===== src/rtl/sap_pkg.sv =====
// Shared definitions for the SAP datapath and its microcode sequencer.
// Optional bus-driver conflict checking is enabled with SAP_BUS_CHECK_EN.
package sap_pkg;

    localparam int SAP_DATA_W = 8;
    localparam int SAP_ADDR_W = 4;

    // Control-word bit positions, shared with the sequencer
    localparam int HLT_B = 15;
    localparam int MI_B  = 14;
    localparam int RI_B  = 13;
    localparam int RO_B  = 12;
    localparam int IO_B  = 11;
    localparam int II_B  = 10;
    localparam int AI_B  = 9;
    localparam int AO_B  = 8;
    localparam int EO_B  = 7;
    localparam int SU_B  = 6;
    localparam int BI_B  = 5;
    localparam int OI_B  = 4;
    localparam int CE_B  = 3;
    localparam int CO_B  = 2;
    localparam int J_B   = 1;
    localparam int FI_B  = 0;

    typedef enum logic [3:0] {
        NOP = 4'h0,
        LDA = 4'h1,
        ADD = 4'h2,
        SUB = 4'h3,
        STA = 4'h4,
        LDI = 4'h5,
        JMP = 4'h6,
        JC  = 4'h7,
        JZ  = 4'h8,
        OUT = 4'hE,
        HLT = 4'hF
    } opcode_e;

    typedef enum logic {
        ST_RUN    = 1'b0,
        ST_HALTED = 1'b1
    } state_e;

endpackage


===== src/rtl/sap_alu.sv =====
// Combinational add/subtract unit for the SAP datapath.
// Subtraction is A + ~B + 1, so carry out = 1 means "no borrow".
module sap_alu
    import sap_pkg::*;
#(
    parameter int DATA_W = SAP_DATA_W
) (
    input  logic [DATA_W-1:0] i_a,
    input  logic [DATA_W-1:0] i_b,
    input  logic              i_sub,
    output logic [DATA_W-1:0] o_result,
    output logic              o_carry,
    output logic              o_zero
);

    logic [DATA_W-1:0] w_bOperand;
    logic [DATA_W:0]   w_sum;

    assign w_bOperand = i_sub ? ~i_b : i_b;
    assign w_sum      = {1'b0, i_a} + {1'b0, w_bOperand} + {{DATA_W{1'b0}}, i_sub};
    assign o_result   = w_sum[DATA_W-1:0];
    assign o_carry    = w_sum[DATA_W];
    assign o_zero     = (w_sum[DATA_W-1:0] == '0);

endmodule


===== src/rtl/sap_datapath.sv =====
// SAP bus datapath: PC, MAR, RAM, IR, A, B, ALU, flags and output register.
// Define SAP_BUS_CHECK_EN to flag edges where more than one bus driver is on.
module sap_datapath
    import sap_pkg::*;
#(
    parameter int DATA_W = SAP_DATA_W,
    parameter int ADDR_W = SAP_ADDR_W
) (
    input  logic              clk,
    input  logic              rst_n,
    input  logic [15:0]       ctrl_word,
    input  logic              prog_we,
    input  logic [ADDR_W-1:0] prog_addr,
    input  logic [DATA_W-1:0] prog_data,
    output logic [3:0]        opcode,
    output logic              flag_c,
    output logic              flag_z,
    output logic [DATA_W-1:0] out_data,
    output logic              out_valid,
    output logic              halted,
    output logic              bus_conflict
);

    logic [DATA_W-1:0] r_ram [2**ADDR_W];
    logic [ADDR_W-1:0] r_pc;
    logic [ADDR_W-1:0] r_mar;
    logic [DATA_W-1:0] r_ir;
    logic [DATA_W-1:0] r_a;
    logic [DATA_W-1:0] r_b;
    logic [DATA_W-1:0] r_out;
    logic              r_flagC;
    logic              r_flagZ;
    logic              r_outValid;
    state_e            r_state;

    logic [DATA_W-1:0] w_bus;
    logic [DATA_W-1:0] w_aluResult;
    logic              w_aluCarry;
    logic              w_aluZero;
    logic              w_run;

    // A HLT word suppresses every other bit at its own edge as well
    assign w_run = (r_state == ST_RUN) && !ctrl_word[HLT_B];

    sap_alu #(.DATA_W(DATA_W)) u_alu (
        .i_a      (r_a),
        .i_b      (r_b),
        .i_sub    (ctrl_word[SU_B]),
        .o_result (w_aluResult),
        .o_carry  (w_aluCarry),
        .o_zero   (w_aluZero)
    );

    always_comb begin
        w_bus = '0;
        if (ctrl_word[RO_B]) w_bus = w_bus | r_ram[r_mar];
        if (ctrl_word[IO_B]) w_bus = w_bus | {{(DATA_W-4){1'b0}}, r_ir[3:0]};
        if (ctrl_word[AO_B]) w_bus = w_bus | r_a;
        if (ctrl_word[EO_B]) w_bus = w_bus | w_aluResult;
        if (ctrl_word[CO_B]) w_bus = w_bus | {{(DATA_W-ADDR_W){1'b0}}, r_pc};
    end

    // RAM is never reset; the later program-load write takes priority over RI
    always_ff @(posedge clk) begin
        if (w_run && ctrl_word[RI_B]) r_ram[r_mar] <= w_bus;
        if (prog_we) r_ram[prog_addr] <= prog_data;
    end

    always_ff @(posedge clk or negedge rst_n) begin
        if (!rst_n) begin
            r_state    <= ST_RUN;
            r_pc       <= '0;
            r_mar      <= '0;
            r_ir       <= '0;
            r_a        <= '0;
            r_b        <= '0;
            r_out      <= '0;
            r_flagC    <= 1'b0;
            r_flagZ    <= 1'b0;
            r_outValid <= 1'b0;
        end else begin
            r_outValid <= 1'b0;
            case (r_state)
                ST_RUN: begin
                    if (ctrl_word[HLT_B]) begin
                        r_state <= ST_HALTED;
                    end else begin
                        if (ctrl_word[MI_B]) r_mar <= w_bus[ADDR_W-1:0];
                        if (ctrl_word[II_B]) r_ir  <= w_bus;
                        if (ctrl_word[AI_B]) r_a   <= w_bus;
                        if (ctrl_word[BI_B]) r_b   <= w_bus;
                        if (ctrl_word[OI_B]) begin
                            r_out      <= w_bus;
                            r_outValid <= 1'b1;
                        end
                        if (ctrl_word[FI_B]) begin
                            r_flagC <= w_aluCarry;
                            r_flagZ <= w_aluZero;
                        end
                        if (ctrl_word[J_B])       r_pc <= w_bus[ADDR_W-1:0];
                        else if (ctrl_word[CE_B]) r_pc <= r_pc + 1'b1;
                    end
                end
                ST_HALTED: r_state <= ST_HALTED;
            endcase
        end
    end

`ifdef SAP_BUS_CHECK_EN
    logic       r_busConflict;
    logic [2:0] w_driverCount;

    assign w_driverCount = {2'b00, ctrl_word[RO_B]} + {2'b00, ctrl_word[IO_B]}
                         + {2'b00, ctrl_word[AO_B]} + {2'b00, ctrl_word[EO_B]}
                         + {2'b00, ctrl_word[CO_B]};

    always_ff @(posedge clk or negedge rst_n) begin
        if (!rst_n)
            r_busConflict <= 1'b0;
        else if (w_run && (w_driverCount > 3'd1))
            r_busConflict <= 1'b1;
    end

`ifndef SYNTHESIS
    always @(posedge clk) begin
        if (rst_n && w_run && (w_driverCount > 3'd1))
            $error("sap_datapath: multiple bus drivers, ctrl_word=0x%04h", ctrl_word);
    end
`endif

    assign bus_conflict = r_busConflict;
`else
    assign bus_conflict = 1'b0;
`endif

    assign opcode    = r_ir[7:4];
    assign flag_c    = r_flagC;
    assign flag_z    = r_flagZ;
    assign out_data  = r_out;
    assign out_valid = r_outValid;
    assign halted    = (r_state == ST_HALTED);

endmodule


===== config.mk =====
export PLATFORM = sky130hd
export DESIGN_NAME = sap_datapath
export DESIGN_NICKNAME = d
export VERILOG_FILES = /design/src/rtl/sap_pkg.sv /design/src/rtl/sap_alu.sv /design/src/rtl/sap_datapath.sv
export SDC_FILE = /design/constraint.sdc
export NUM_CORES = 1
export LEC_CHECK = 0
export ABC_AREA = 1
export CORE_MARGIN = 3
export CORE_UTILIZATION = 50
export CTS_CLUSTER_DIAMETER = 30
export DETAILED_ROUTE_END_ITERATION = 6
export GPL_ROUTABILITY_DRIVEN = 1
export GPL_TIMING_DRIVEN = 0
export PLACE_DENSITY = 0.71
export SLEW_MARGIN = 20
export SYNTH_ARGS = -nofsm -noshare
export SYNTH_HDL_FRONTEND = slang
export SYNTH_SLANG_ARGS = --single-unit
export TNS_END_PERCENT = 50

===== constraint.sdc =====
create_clock -name clk -period 2.4 [get_ports clk]
set_clock_uncertainty 0.15 [all_clocks]
set_input_delay 0.24 -clock clk [delete_from_list [all_inputs] [get_ports clk]]
set_output_delay 0.24 -clock clk [all_outputs]
set_load 0.02 [all_outputs]

==> impl.org, run 1 <==
** Status
- The run finished, with violations left.
- The checks that failed: negative setup slack.

** Timing
- Headroom to the max-slew limit came out at 39.8%.
- Top achievable clock speed :: 0.390 GHz
- Setup repair after global routing could not meet its margin everywhere.
- Final hold analysis gives a worst-case slack of 62.3 ps.
- After routing, the total negative slack on setup checks comes to -8640 ps.
- At the pin with the least slew margin, the transition time is 900 ps.
- For the finished layout, the period the worst path requires is 2560 ps.
- In the post-route analysis, the smallest setup slack over all paths is -163 ps.
- Portion of the clock cycle consumed by the worst path in the final layout :: 107%
- Final hold viol count :: 0
- The max-slew violation total from the final report is 0.
- Setup violators final :: 108

** Synth
- In this run the cell area of the synthesized design comes to 9480 um2.
- The most used flip-flop cell after synthesis is sky130_fd_sc_hd__edfxtp_1.
- EDFF count, synth :: 128
- The synthesized design spends more area on one cell type than any other, namely sky130_fd_sc_hd__edfxtp_1.
- When the netlist entered floorplanning its net count stood at 1197.
- In this run the biggest area consumer among cell types represents 40.6% of the synthesized area.
- In the synthesized netlist, the number of instances is 1157.
- Syn Area/Cell :: 8.19 um2
- Largest cells by area after synthesis :: sky130_fd_sc_hd__edfxtp_1 41%, sky130_fd_sc_hd__nand2_1 22%, sky130_fd_sc_hd__dfrtp_1 12%
- Number of warnings reported in the yosys synthesis log :: 0
- For this run, the register share of the synthesized area comes to 52.2%.
- For this run, asynchronously set or reset flops after synthesis account for 25.6%.
- Number of distinct library cell variants in the gate-level netlist after synthesis :: 39
- Number of register bits inferred by synthesis :: 172

** Critical path
- Arrival time of data at the critical path endpoint :: 2560 ps
- CP Class :: register to register
- Element type at the critical path start :: register
- The worst setup path is captured at a register.
- Worst path required time :: 2400 ps
- Critical Path Fanout Max :: 7

** Floorplan
- In this run the count of I/O pins placed on the die edge is 48.
- Measured along the x axis, the die boundary spans 144 um.
- Die height :: 144 um
- The floorplan has 49 rows.
- DIE AREA :: 20600 um2
- Core region area :: 18300 um2
- Once the floorplan was initialized, standard cells occupied 51.9% of the core.

** Power and ir drop
- Power density over the cells :: 809 nW/um2
- The completed layout was analyzed and its total power is 9.99 mW.
- Across the VDD grid, the largest voltage drop is 0.000579 V.
- Summed over all cells, the static leakage comes to 5.50 nW.

** Place
- Estimated wirelength of the detail-placed design :: 19800 um
- At the end of routability-driven placement, the weighted congestion stood at 0.916.
- Count of input and output buffers :: 38

** Finish
- Ant. Diodes :: 0
- Leading cell types in the layout, fill and taps excluded :: 502 x sky130_fd_sc_hd__nand2_1, 128 x sky130_fd_sc_hd__edfxtp_1, 58 x sky130_fd_sc_hd__inv_1
- Fill cells in the final layout number 1349.
- Relative to the synthesized area, the layout overhead comes to 30.3%.
- Layout Nets :: 1322
- Leaving out fill and tap cells, the most frequent cell in the layout is sky130_fd_sc_hd__nand2_1.
- FF+latch area :: 4950 um2
- Post-layout utilization of the core :: 67.6%
- Fraction of layout cells with a size suffix above 1 :: 23.1%
- Area occupied by multi-input gates :: 4490 um2

** Drt
- Routed via count :: 8954
- Wires add up to 31800 um.
- The detail route stage leaves a number of antenna-violating nets equal to 0.
- The first detailed-routing pass took 6 iterations.
- Count of unresolved DRC violations after routing :: 0
- After detailed routing, the average wire length per cell comes to 20.9 um.
- Per-cell via count in the routed design :: 5.88
- The detailed router finished its first iteration with 990 violations.

** Clock tree
- CTS placed an instance of sky130_fd_sc_hd__clkbuf_16 at the clock tree root.
- Clock tree from TritonCTS :: built
- Clock Latency Late Sink :: 440 ps
- The tree built by TritonCTS fans out to 172 sinks.
- Total clock buffers created by CTS :: 17
- Maximum buffer depth of the clock tree :: 2
- Number of H-tree levels :: 4
- After clock tree synthesis, the clock-pin slew on the worst setup and hold paths is 70 ps.

** Global route
- The initial antenna violation count came to 0.
- Across every metal layer, demand over resource in global routing totals 29.4%.
- The via count of the first global-routing pass came to 8311.
- Wire length of the first global-routing pass :: 45500 um
- Leftover overflow at the end of global routing :: 0
- Pin count of the biggest net entering global routing :: 25

** Min path
- Worst hold-check path type :: primary input to register

** Run
- Max-cap violations in this run came to 0.
==> state kept, by name, summed over array words and instances, names as in the netlist <==
register	count
r_pc	4
flag_z	1
out_data	8
r_mar	4
halted	1
r_b	8
r_ir	8
r_ram	128
flag_c	1
r_a	8
out_valid	1
==> worst max-delay path, stage by stage, from the launching register on <==
cell,delay (ps)
sky130_fd_sc_hd__dfrtp_2,480
sky130_fd_sc_hd__buf_12,180
sky130_fd_sc_hd__inv_12,80
sky130_fd_sc_hd__nor2_4,60
sky130_fd_sc_hd__buf_12,150
sky130_fd_sc_hd__nand2_4,60
sky130_fd_sc_hd__nand4_1,140
sky130_fd_sc_hd__nand2_1,140
sky130_fd_sc_hd__nand2_2,80
sky130_fd_sc_hd__o21ai_4,240
sky130_fd_sc_hd__nand2_4,160
sky130_fd_sc_hd__clkbuf_16,190
sky130_fd_sc_hd__nand2_1,70
sky130_fd_sc_hd__o21ai_1,80
==> metal layers <==
metal | part of all wire (%) | vias to the layer above | routed length [um] | GRT usage [%]
met1 | 37 | 4222 | 11900 | 38.2
li1 | - | 4024 | - | -
met4 | 4.9 | 0 | 1570 | 13.9
met2 | 47 | 590 | 15000 | 47.5
met3 | 11 | 118 | 3380 | 5.72
met5 | 0 | - | 0 | 0
==> through the flow <==
| step | instance area, um2 | setup WS (ps) | cells |
|---|---|---|---|
| 6_report | 12300 | -163 | 1524 |
| 2_1_floorplan | 9480 | -122 | 1157 |
| 3_5_place_dp | 10300 | -1120 | 1428 |
| 4_1_cts | 11500 | -226 | 1493 |
| 5_1_grt | 12300 | -198 | 1524 |
| 3_3_place_gp | 10100 | -1180 | 1424 |
==> layout make-up <==
class                   instances  area share, %
flip-flops and latches        172           40.1
multi-input cells             849           36.4
repair buffers                105           9.35
plain buffers                  71           4.85
clock buffers                  21           4.00
well taps                     229           2.32
inverters                      65           2.21
clock inverters                11          0.730
repair inverters                1         0.0709
==> kinds of logic (layout without fill, tap and decap cells) <==
| group | after synthesis | in the layout | synth area share [%] |
|---|---|---|---|
| simple gates | 689 | 689 | 28.9 |
| flops | 172 | 172 | 52.2 |
| compound gates | 139 | 139 | 9.44 |
| buf+inv | 136 | 274 | 7.13 |
| xor+xnor | 11 | 11 | 1.02 |
| fa+ha+maj | 9 | 9 | 1.27 |
| other cells | 1 | 1 | 0.0396 |
==> worst paths after layout <==
| check | startpoint | endpoint | slack, ps | cells past startpoint |
|---|---|---|---|---|
| setup / recovery | r_mar[0] | r_ram[9][2] | -160 | 13 |
| hold / removal | ctrl_word[1] | r_pc[0] | 60 | 4 |
| setup reg to reg | r_mar[0] | r_ram[9][2] | -160 | 13 |
| hold reg to reg | flag_z | flag_z | 330 | 2 |
| max in group asynchronous | rst_n | r_b[6] | 1430 | 3 |
| min in group asynchronous | rst_n | r_pc[3] | 160 | 2 |
==> what timing repair did <==
action	4_1_cts	5_1_grt
setup buffers	29	22
setup endpoints to repair	264	186
pin swaps	18	36
hold buffers	1	0
hold endpoints to repair	20	0
resized for setup	69	142
gates cloned	3	9
==> Yosys cell counts, types with 13 or more instances <==
cell                       instances
sky130_fd_sc_hd__nand4_1          13
sky130_fd_sc_hd__o31ai_1          16
sky130_fd_sc_hd__o21ai_0          28
sky130_fd_sc_hd__nand2_2          13
sky130_fd_sc_hd__nor2_1           60
sky130_fd_sc_hd__buf_2            17
sky130_fd_sc_hd__buf_4            15
sky130_fd_sc_hd__a31oi_1          32
sky130_fd_sc_hd__inv_1            62
sky130_fd_sc_hd__dfrtp_1          44
sky130_fd_sc_hd__nand3_1          32
sky130_fd_sc_hd__o21ai_2          13
sky130_fd_sc_hd__nand2_1         559
sky130_fd_sc_hd__edfxtp_1        128
sky130_fd_sc_hd__clkbuf_1         27
sky130_fd_sc_hd__o21ai_1          27
==> power breakdown <==
part	total [mW]	switching (mW)	leakage (nW)	internal, mW
logic	3.59	2.12	3.50	1.47
registers	3.63	0.103	1.71	3.53
clock network	2.77	1.26	0.293	1.51
total	9.99	3.48	5.50	6.51
Note: power is estimated with default switching activity, not from simulation.
==> inputs of run 2 (changes only) <==
Settings changed: CORE_UTILIZATION 50 to 55, PLACE_DENSITY 0.71 to 0.77.
==> impl.org, run 2 (synthesis results as in run 1) <==
** Min path
- The type of the most critical hold path is primary input to register (unchanged).
- Hold path startpoint :: ctrl_word[1] (unchanged)
- Hold EP :: r_pc[1] (was r_pc[0])
- Instance count along the most critical hold path :: 4 (unchanged)

** Critical path
- Arrival time of data at the critical path endpoint :: 2520 ps (was 2560 ps)
- The launch point of the worst path is r_mar[0] (unchanged).
- Reg2Reg Capture Point :: r_ram[10][5] (was r_ram[9][2])
- The required arrival time at the worst endpoint was 2450 ps (was 2400 ps).
- The delay contributed by the slowest stage of the critical path came to 430 ps (was 480 ps).
- The worst flop-to-flop path startpoint is r_mar[0] (unchanged).
- Critical Path Fanout Max :: 10 (was 7)
- Element type at the critical path start :: register (unchanged)
- The worst reg2reg path depth came to 14 (was 13).
- Critical path endpoint category :: register (unchanged)
- The cell type of the slowest stage on the worst timing path is sky130_fd_sc_hd__dfrtp_2 (unchanged).
- Ordered list of cells on the worst path :: buf_12 > clkinv_8 > buf_8 > nand2_1 > nand2_1 > nand2_1 > nand3_1 > nand2_1 > nand2_1 > o21ai_2 > nand3_2 > buf_4 > nand2_1 > nand2_1 (was buf_12 > inv_12 > nor2_4 > buf_12 > nand2_4 > nand4_1 > nand2_1 > nand2_2 > o21ai_4 > nand2_4 > clkbuf_16 > nand2_1 > o21ai_1)
- Flop2flop setup slack :: -70 ps (was -160 ps)
- Most frequent cell on the critical path :: sky130_fd_sc_hd__nand2_1
- Buffers and inverters on the worst path :: 4 (unchanged)
- Gate family responsible for the most delay along the worst path :: simple AND/OR/NAND/NOR gates (unchanged)
- The class of the most critical setup path is register to register (unchanged).

** Finish
- The flip-flop count of the largest register after layout was 128 (unchanged).
- Most frequent standard cell in the layout excluding fill and tap cells :: sky130_fd_sc_hd__nand2_1 (unchanged)
- Register name with the most flops :: r_ram (unchanged)
- Fraction of layout cells with a size suffix above 1 :: 20.6% (was 23.1%)
- Leading cell types in the layout, fill and taps excluded :: 531 x sky130_fd_sc_hd__nand2_1, 128 x sky130_fd_sc_hd__edfxtp_1, 57 x sky130_fd_sc_hd__nor2_1 (was 502 x sky130_fd_sc_hd__nand2_1, 128 x sky130_fd_sc_hd__edfxtp_1, 58 x sky130_fd_sc_hd__inv_1)
- The final net count is 1316 (was 1322).
- Ant. Diodes :: 0 (unchanged)
- Layout filler cell count :: 1183 (was 1349)
- The layout overhead on the synthesized area is 27.4% (was 30.3%).
- Count of non-filler cells in the finished layout :: 1509 (was 1524)

** Clock tree
- Clock Tree Root :: sky130_fd_sc_hd__clkbuf_16 (unchanged)
- Clock Latency Late Sink :: 450 ps (was 440 ps)
- Post-CTS clock slew at the launch and capture registers of the worst setup and hold paths :: 70 ps (about the same)
- The clock sink total is 172 (unchanged).
- Total clock buffers created by CTS :: 17 (unchanged)
- Number of H-tree levels :: 4 (unchanged)
- Maximum buffer depth of the clock tree :: 2 (unchanged)
- Clock tree from TritonCTS :: built (unchanged)

** Timing
- The final setup violation count is 56 (was 108).
- Worst hold slack across all endpoints :: 69.5 ps (was 62.3 ps)
- The ratio of final minimum period to clock period came to 103% (was 107%).
- Final Max Tran Viols :: 0 (unchanged)
- The achievable frequency was 0.405 GHz (was 0.390 GHz).
- Unrepaired setup endpoints after global routing :: true (unchanged)
- The actual transition at the worst max-transition pin was 875 ps (was 900 ps).
- The worst-case headroom to the max-slew limit came to 41.5% (was 39.8%).
- The number of hold-slack violations in the final timing report is 0 (unchanged).
- The worst setup margin is -71.5 ps (was -163 ps).
- The minimum clock period was 2470 ps (was 2560 ps).

** Floorplan
- Initial core utilization :: 56.7% (was 51.9%)
- DIE AREA :: 18800 um2 (was 20600 um2)
- The total I/O pin count is 48 (unchanged).
- The horizontal die dimension is 137 um (was 144 um).
- Number of core rows :: 47 (was 49)
- Core region area :: 16700 um2 (was 18300 um2)
- The floorplan die height is 137 um (was 144 um).

** Global route
- Leftover overflow at the end of global routing :: 0 (unchanged)
- The largest net degree at the start of global routing is 24 (was 25).
- The global-route usage over all layers was 31.4% (was 29.4%).
- The met2 track demand over resource is 54.0% (was 47.5%).
- The via count of the first global-routing pass came to 8238 (was 8311).
- GR Util met3 :: 5.77% (was 5.72%)
- Wire length of the first global-routing pass :: 44300 um (was 45500 um)
- Antenna violations before repair :: 0 (unchanged)
- Met1 capacity usage during global routing :: 38.5% (was 38.2%)
- Most Crowded Layer GR :: met2 (unchanged)

** Drt
- Routed via count :: 8798 (was 8954)
- First-iteration detailed-routing DRC count :: 1123 (was 990)
- The number of nets with antenna violations after routing came to 0 (unchanged).
- Routed wire length :: 30500 um (was 31800 um)
- Count of unresolved DRC violations after routing :: 0 (unchanged)
- The average routed wire per standard cell came to 20.2 um (was 20.9 um).
- The count of TritonRoute iterations in the first routing pass is 7 (was 6).
- The number of vias per cell was 5.83 (was 5.88).

** Place
- The count of buffers from port buffering is 38 (unchanged).
- Final weighted congestion in routability-driven placement :: 0.927 (was 0.916)
- Estimated wirelength of the detail-placed design :: 20000 um (was 19800 um)
- The total instance count after detailed placement came to 1416 (was 1428).

** Power and ir drop
- The largest vdd supply drop was 0.000619 V (was 0.000579 V).
- Power density over the cells :: 810 nW/um2 (was 809 nW/um2)
- Reported leakage power :: 5.38 nW (was 5.50 nW)

** Status
- Failing checks :: negative setup slack (unchanged)
- Run status: finished with violations (unchanged).

** Run
- The number of violations of the max-capacitance limit came to 0 (unchanged).
[run 2: timing repair]
item / CTS / global route
hold endpoints to repair: 21 / 0
hold buffers: 1 / 0
setup endpoints to repair: 272 / 184
pin swaps: 13 / 26
buffers inserted: 34 / 20
gates resized for setup: 67 / 112
cloned: 2 / 4
[run 2: power by group]
| part | internal [mW] | switching, mW | leakage, nW | total, mW |
|---|---|---|---|---|
| Combinational | 1.40 | 2.05 | 3.39 | 3.44 |
| Clock | 1.47 | 1.24 | 0.287 | 2.71 |
| Sequential | 3.53 | 0.102 | 1.71 | 3.63 |
[run 2: how the worst max path moves through the flow]
stage,to,slack [ps],cells past startpoint
final,r_ram[10][5],-70,14
after global routing,r_ram[3][7],-250,12
after CTS,r_ram[9][0],-200,9
after detailed placement,r_ram[3][4],-1260,6
after global placement,r_ram[15][6],-1080,6
after floorplan,r_ram[11][0],-120,5
[run 2: final cells by class]
type / instances / area (um2) / area share (%)
sequential: 172 / 4950 / 41.0
multi-input combinational: 849 / 4400 / 36.4
timing repair buffer: 100 / 1050 / 8.72
buffer: 71 / 562 / 4.65
clock buffer: 21 / 485 / 4.02
inverter: 65 / 277 / 2.29
tap: 220 / 275 / 2.28
clock inverter: 11 / 77.6 / 0.642
[run 2: layer usage]
| layer | vias up | wire length, um |
|---|---|---|
| li1 | 4019 | - |
| met1 | 4071 | 10900 |
| met4 | 0 | 1580 |
| met5 | - | 0 |
| met2 | 563 | 14900 |
| met3 | 145 | 3090 |
[run 2: per-stage QoR]
stage / utilization [%] / area [um2] / power (mW) / worst slack (ps) / setup TNS (ps)
after floorplan: - / 9480 / 5.30 / -122 / -9720
after global placement: 60.7 / 10100 / 5.97 / -1080 / -156220
after detailed placement: 61.2 / 10200 / 6.08 / -1260 / -134520
after CTS: 68.7 / 11500 / 9.09 / -197 / -5140
after global routing: 72.3 / 12100 / 10.1 / -249 / -9250
final: 72.3 / 12100 / 9.78 / -71.5 / -1500
[run 2: worst reg2reg max path: cells and delay by family, from the launching register on]
family                 cells  cell delay, ps
AO/OA/AOI/OAI              1             220
buffers and inverters      4             630
flip-flops                 1             430
AND/OR/NAND/NOR            9             800
==> edit (config.mk and constraints of run 1) <==
`SAP_DATA_W`: 8 -> 12.
--- a/src/rtl/sap_pkg.sv
+++ b/src/rtl/sap_pkg.sv
@@ -3,5 +3,5 @@
 package sap_pkg;
 
-    localparam int SAP_DATA_W = 8;
+    localparam int SAP_DATA_W = 12;
     localparam int SAP_ADDR_W = 4;
 
Interface: changed (resized out_data and prog_data); port bits go from 48 to 56. No check against the original RTL was run, so the function may have changed too.
==> edit against run 1 <==
- the run ends with design-rule violations, negative setup slack left
- final area up 51%
- power up 82%
- via count rose by 49%
- synthesized area up 42%
- sequential power is 44% higher
- count of clock-buffer cells in the layout is 40 higher
- worst setup slack worse by 0.013 ns
- critical path depth is the same
- fmax shrank 0.49%
- sequential share of layout area fell by 1.6 points
- synthesized cell count is 51% higher
- wire length increased by 50%
- largest power group is now the clock network
- sequential cell count up 76
==> edit: results (changes against run 1) <==
Worst setup path
  – Capturing point of the worst reg2reg path: r_ram[3][6]
  – Origin of the critical flop-to-flop path: r_mar[1]
  – CP max FO: 10 (+3)
  – Arrival time worst endpoint: 2.72 ns (+0.16 ns)

Final layout
  – Filler cells: 1,889 (+40%)
  – Final nets: 1,988 (+50%)
  – Share of layout cells above drive strength 1: 22.97% (-0.12 points)
  – Max FFs per register: 192 (+50%)
  – Non-filler instance count after layout: 2,320 (+52%)

GRT
  – First-pass GRT wire length: 68.28 mm (+50%)
  – Largest net degree at the start of global routing: 57 (+130%)
  – GR Util All Layers: 30.64% (+1.3 points)
  – Vias in the first global route: 12,400 (+49%)

Detailed routing
  – WL met2: 22.47 mm (+50%)
  – DRT met1 WL: 17.69 mm (+49%)
  – First-pass DRT Iterations: 7 (+1)
  – Routed WL per cell: 20.64 um (-1.2%)
  – Remaining DRCs: 15 (+15)
  – Met3 wire len: 5.223 mm (+55%)
  – DRT iter0 DRCs: 1,731 (+75%)
  – Vias: 13,360 (+49%)

Placed design
  – Port Buf Inserts: 45 (+18%)
  – Inst Count DP: 2,125 (+49%)
  – Final GP Congestion: 0.9711 (+6.1%)
  – Post-DP HPWL: 29.18 mm (+47%)
  – Area after DPL: 14,630 um^2 (+42%)
  – Place WS: -1.334 ns (-0.2112 ns)

Synthesis
  – Commonest cells post-synth: nand2_1 (1,006), edfxtp_1 (192), inv_1 (78), o21ai_0 (63), nor2_1 (59)
  – Adder-Cell Fraction of Synth Area: 1.261% (-0.0065 points)
  – Ys async rst share: 22.58% (-3.0 points)
  – Synth Area in XOR/XNOR: 0.9087% (-0.11 points)
  – Syn nets: 1,791 (+50%)
  – Mapped Avg Cell Area: 7.742 um^2 (-5.5%)
  – Post-synth EDFFs: 192 (+50%)
  – Compound-Gate Fraction of Synth Area: 5.943% (-3.5 points)
  – Synth area leaders: edfxtp_1 (43%), nand2_1 (28%), dfrtp_1 (10%)

STA
  – Slew of the pin with the lowest slew margin: 1.136 ns (+0.2360 ns)
  – Fin Hold WS: 0.08183 ns (+0.01955 ns)
  – # setup viols final: 197 (+82%)
  – Setup TNS: -12.99 ns (-4.353 ns)
  – Setup slack after layout: -0.1752 ns (-0.01265 ns)

Min path
  – Min-delay src: prog_data[5]
  – Hold worst-path end: r_ram[2][5]
  – WHS Path Cells: 3 (-1)

Outcome
  – Run status: complete, but fails checks
  – Failing checks: design-rule violations, negative setup slack

Clock network
  – CTS Buffer Depth: 3 (+1)
  – H-tree levels: 2 (-2)
  – Num CTS Buffers: 56 (+39)
  – Clk_lat worst skew: 0.58 ns (+0.14 ns)
  – Clock slew at reported path FFs: 0.05 ns (-0.02 ns)

Power and ir drop
  – PwrDens: 977.0 nW/um^2 (+21%)
  – LEAKAGE: 8.463 nW (+54%)
  – Worst IR drop on VDD: 0.0005967 V (+3.0%)
[edit: worst max path at each step]
stage | start | to | slack, ns | cells past startpoint
floorplan | halted | r_ram[0][0] | -0.24 | 5
global placement | r_mar[0] | r_ram[0][7] | -1.75 | 5
detailed placement | ctrl_word[15] | r_ram[1][6] | -1.33 | 7
CTS | r_b[5] | r_ram[0][11] | -0.11 | 13
global route | r_b[6] | r_ram[12][9] | -0.22 | 14
finish | r_mar[1] | r_ram[3][6] | -0.18 | 13
[edit: repair_timing]
item | in CTS | in global routing
setup endpoints to repair | 421 | 411
buffers inserted | 48 | 37
hold buffers | 2 | 0
pin swaps | 36 | 74
cloned | 4 | 4
resized for setup | 143 | 232
hold endpoints to repair | 58 | 0
[edit: cell type report]
type,instances,area share [%]
sequential,248,38.44
clock inverter,42,3.005
timing repair buffer,141,7.735
multi-input combinational,1316,35.34
tap,335,2.247
clock buffer,61,7.728
inverter,83,1.724
buffer,94,3.783
[edit: power by group]
part	total, W	internal, W	leakage, nW	switching [W]
Sequential	0.00524	0.00511	2.45	0.000126
Clock	0.00819	0.00568	0.946	0.00251
Combinational	0.00479	0.00185	5.07	0.00294
[edit: critical path, cell delays in order, from the launching register on]
cell	delay, ns
dfrtp_2	0.47
inv_2	0.13
nor2_4	0.06
buf_8	0.17
buf_6	0.16
nand2_1	0.08
nand2_2	0.07
o21ai_2	0.20
nand2_2	0.10
o21ai_4	0.20
nand3_4	0.14
buf_4	0.22
nand2_1	0.09
nand2_1	0.08
[edit: metal layers]
| metal | up-vias | GRT usage (%) |
|---|---|---|
| li1 | 6000 | - |
| met1 | 6202 | 39.12 |
| met2 | 961 | 50.29 |
| met3 | 201 | 5.528 |
| met4 | 0 | 15.56 |
| met5 | - | 0 |
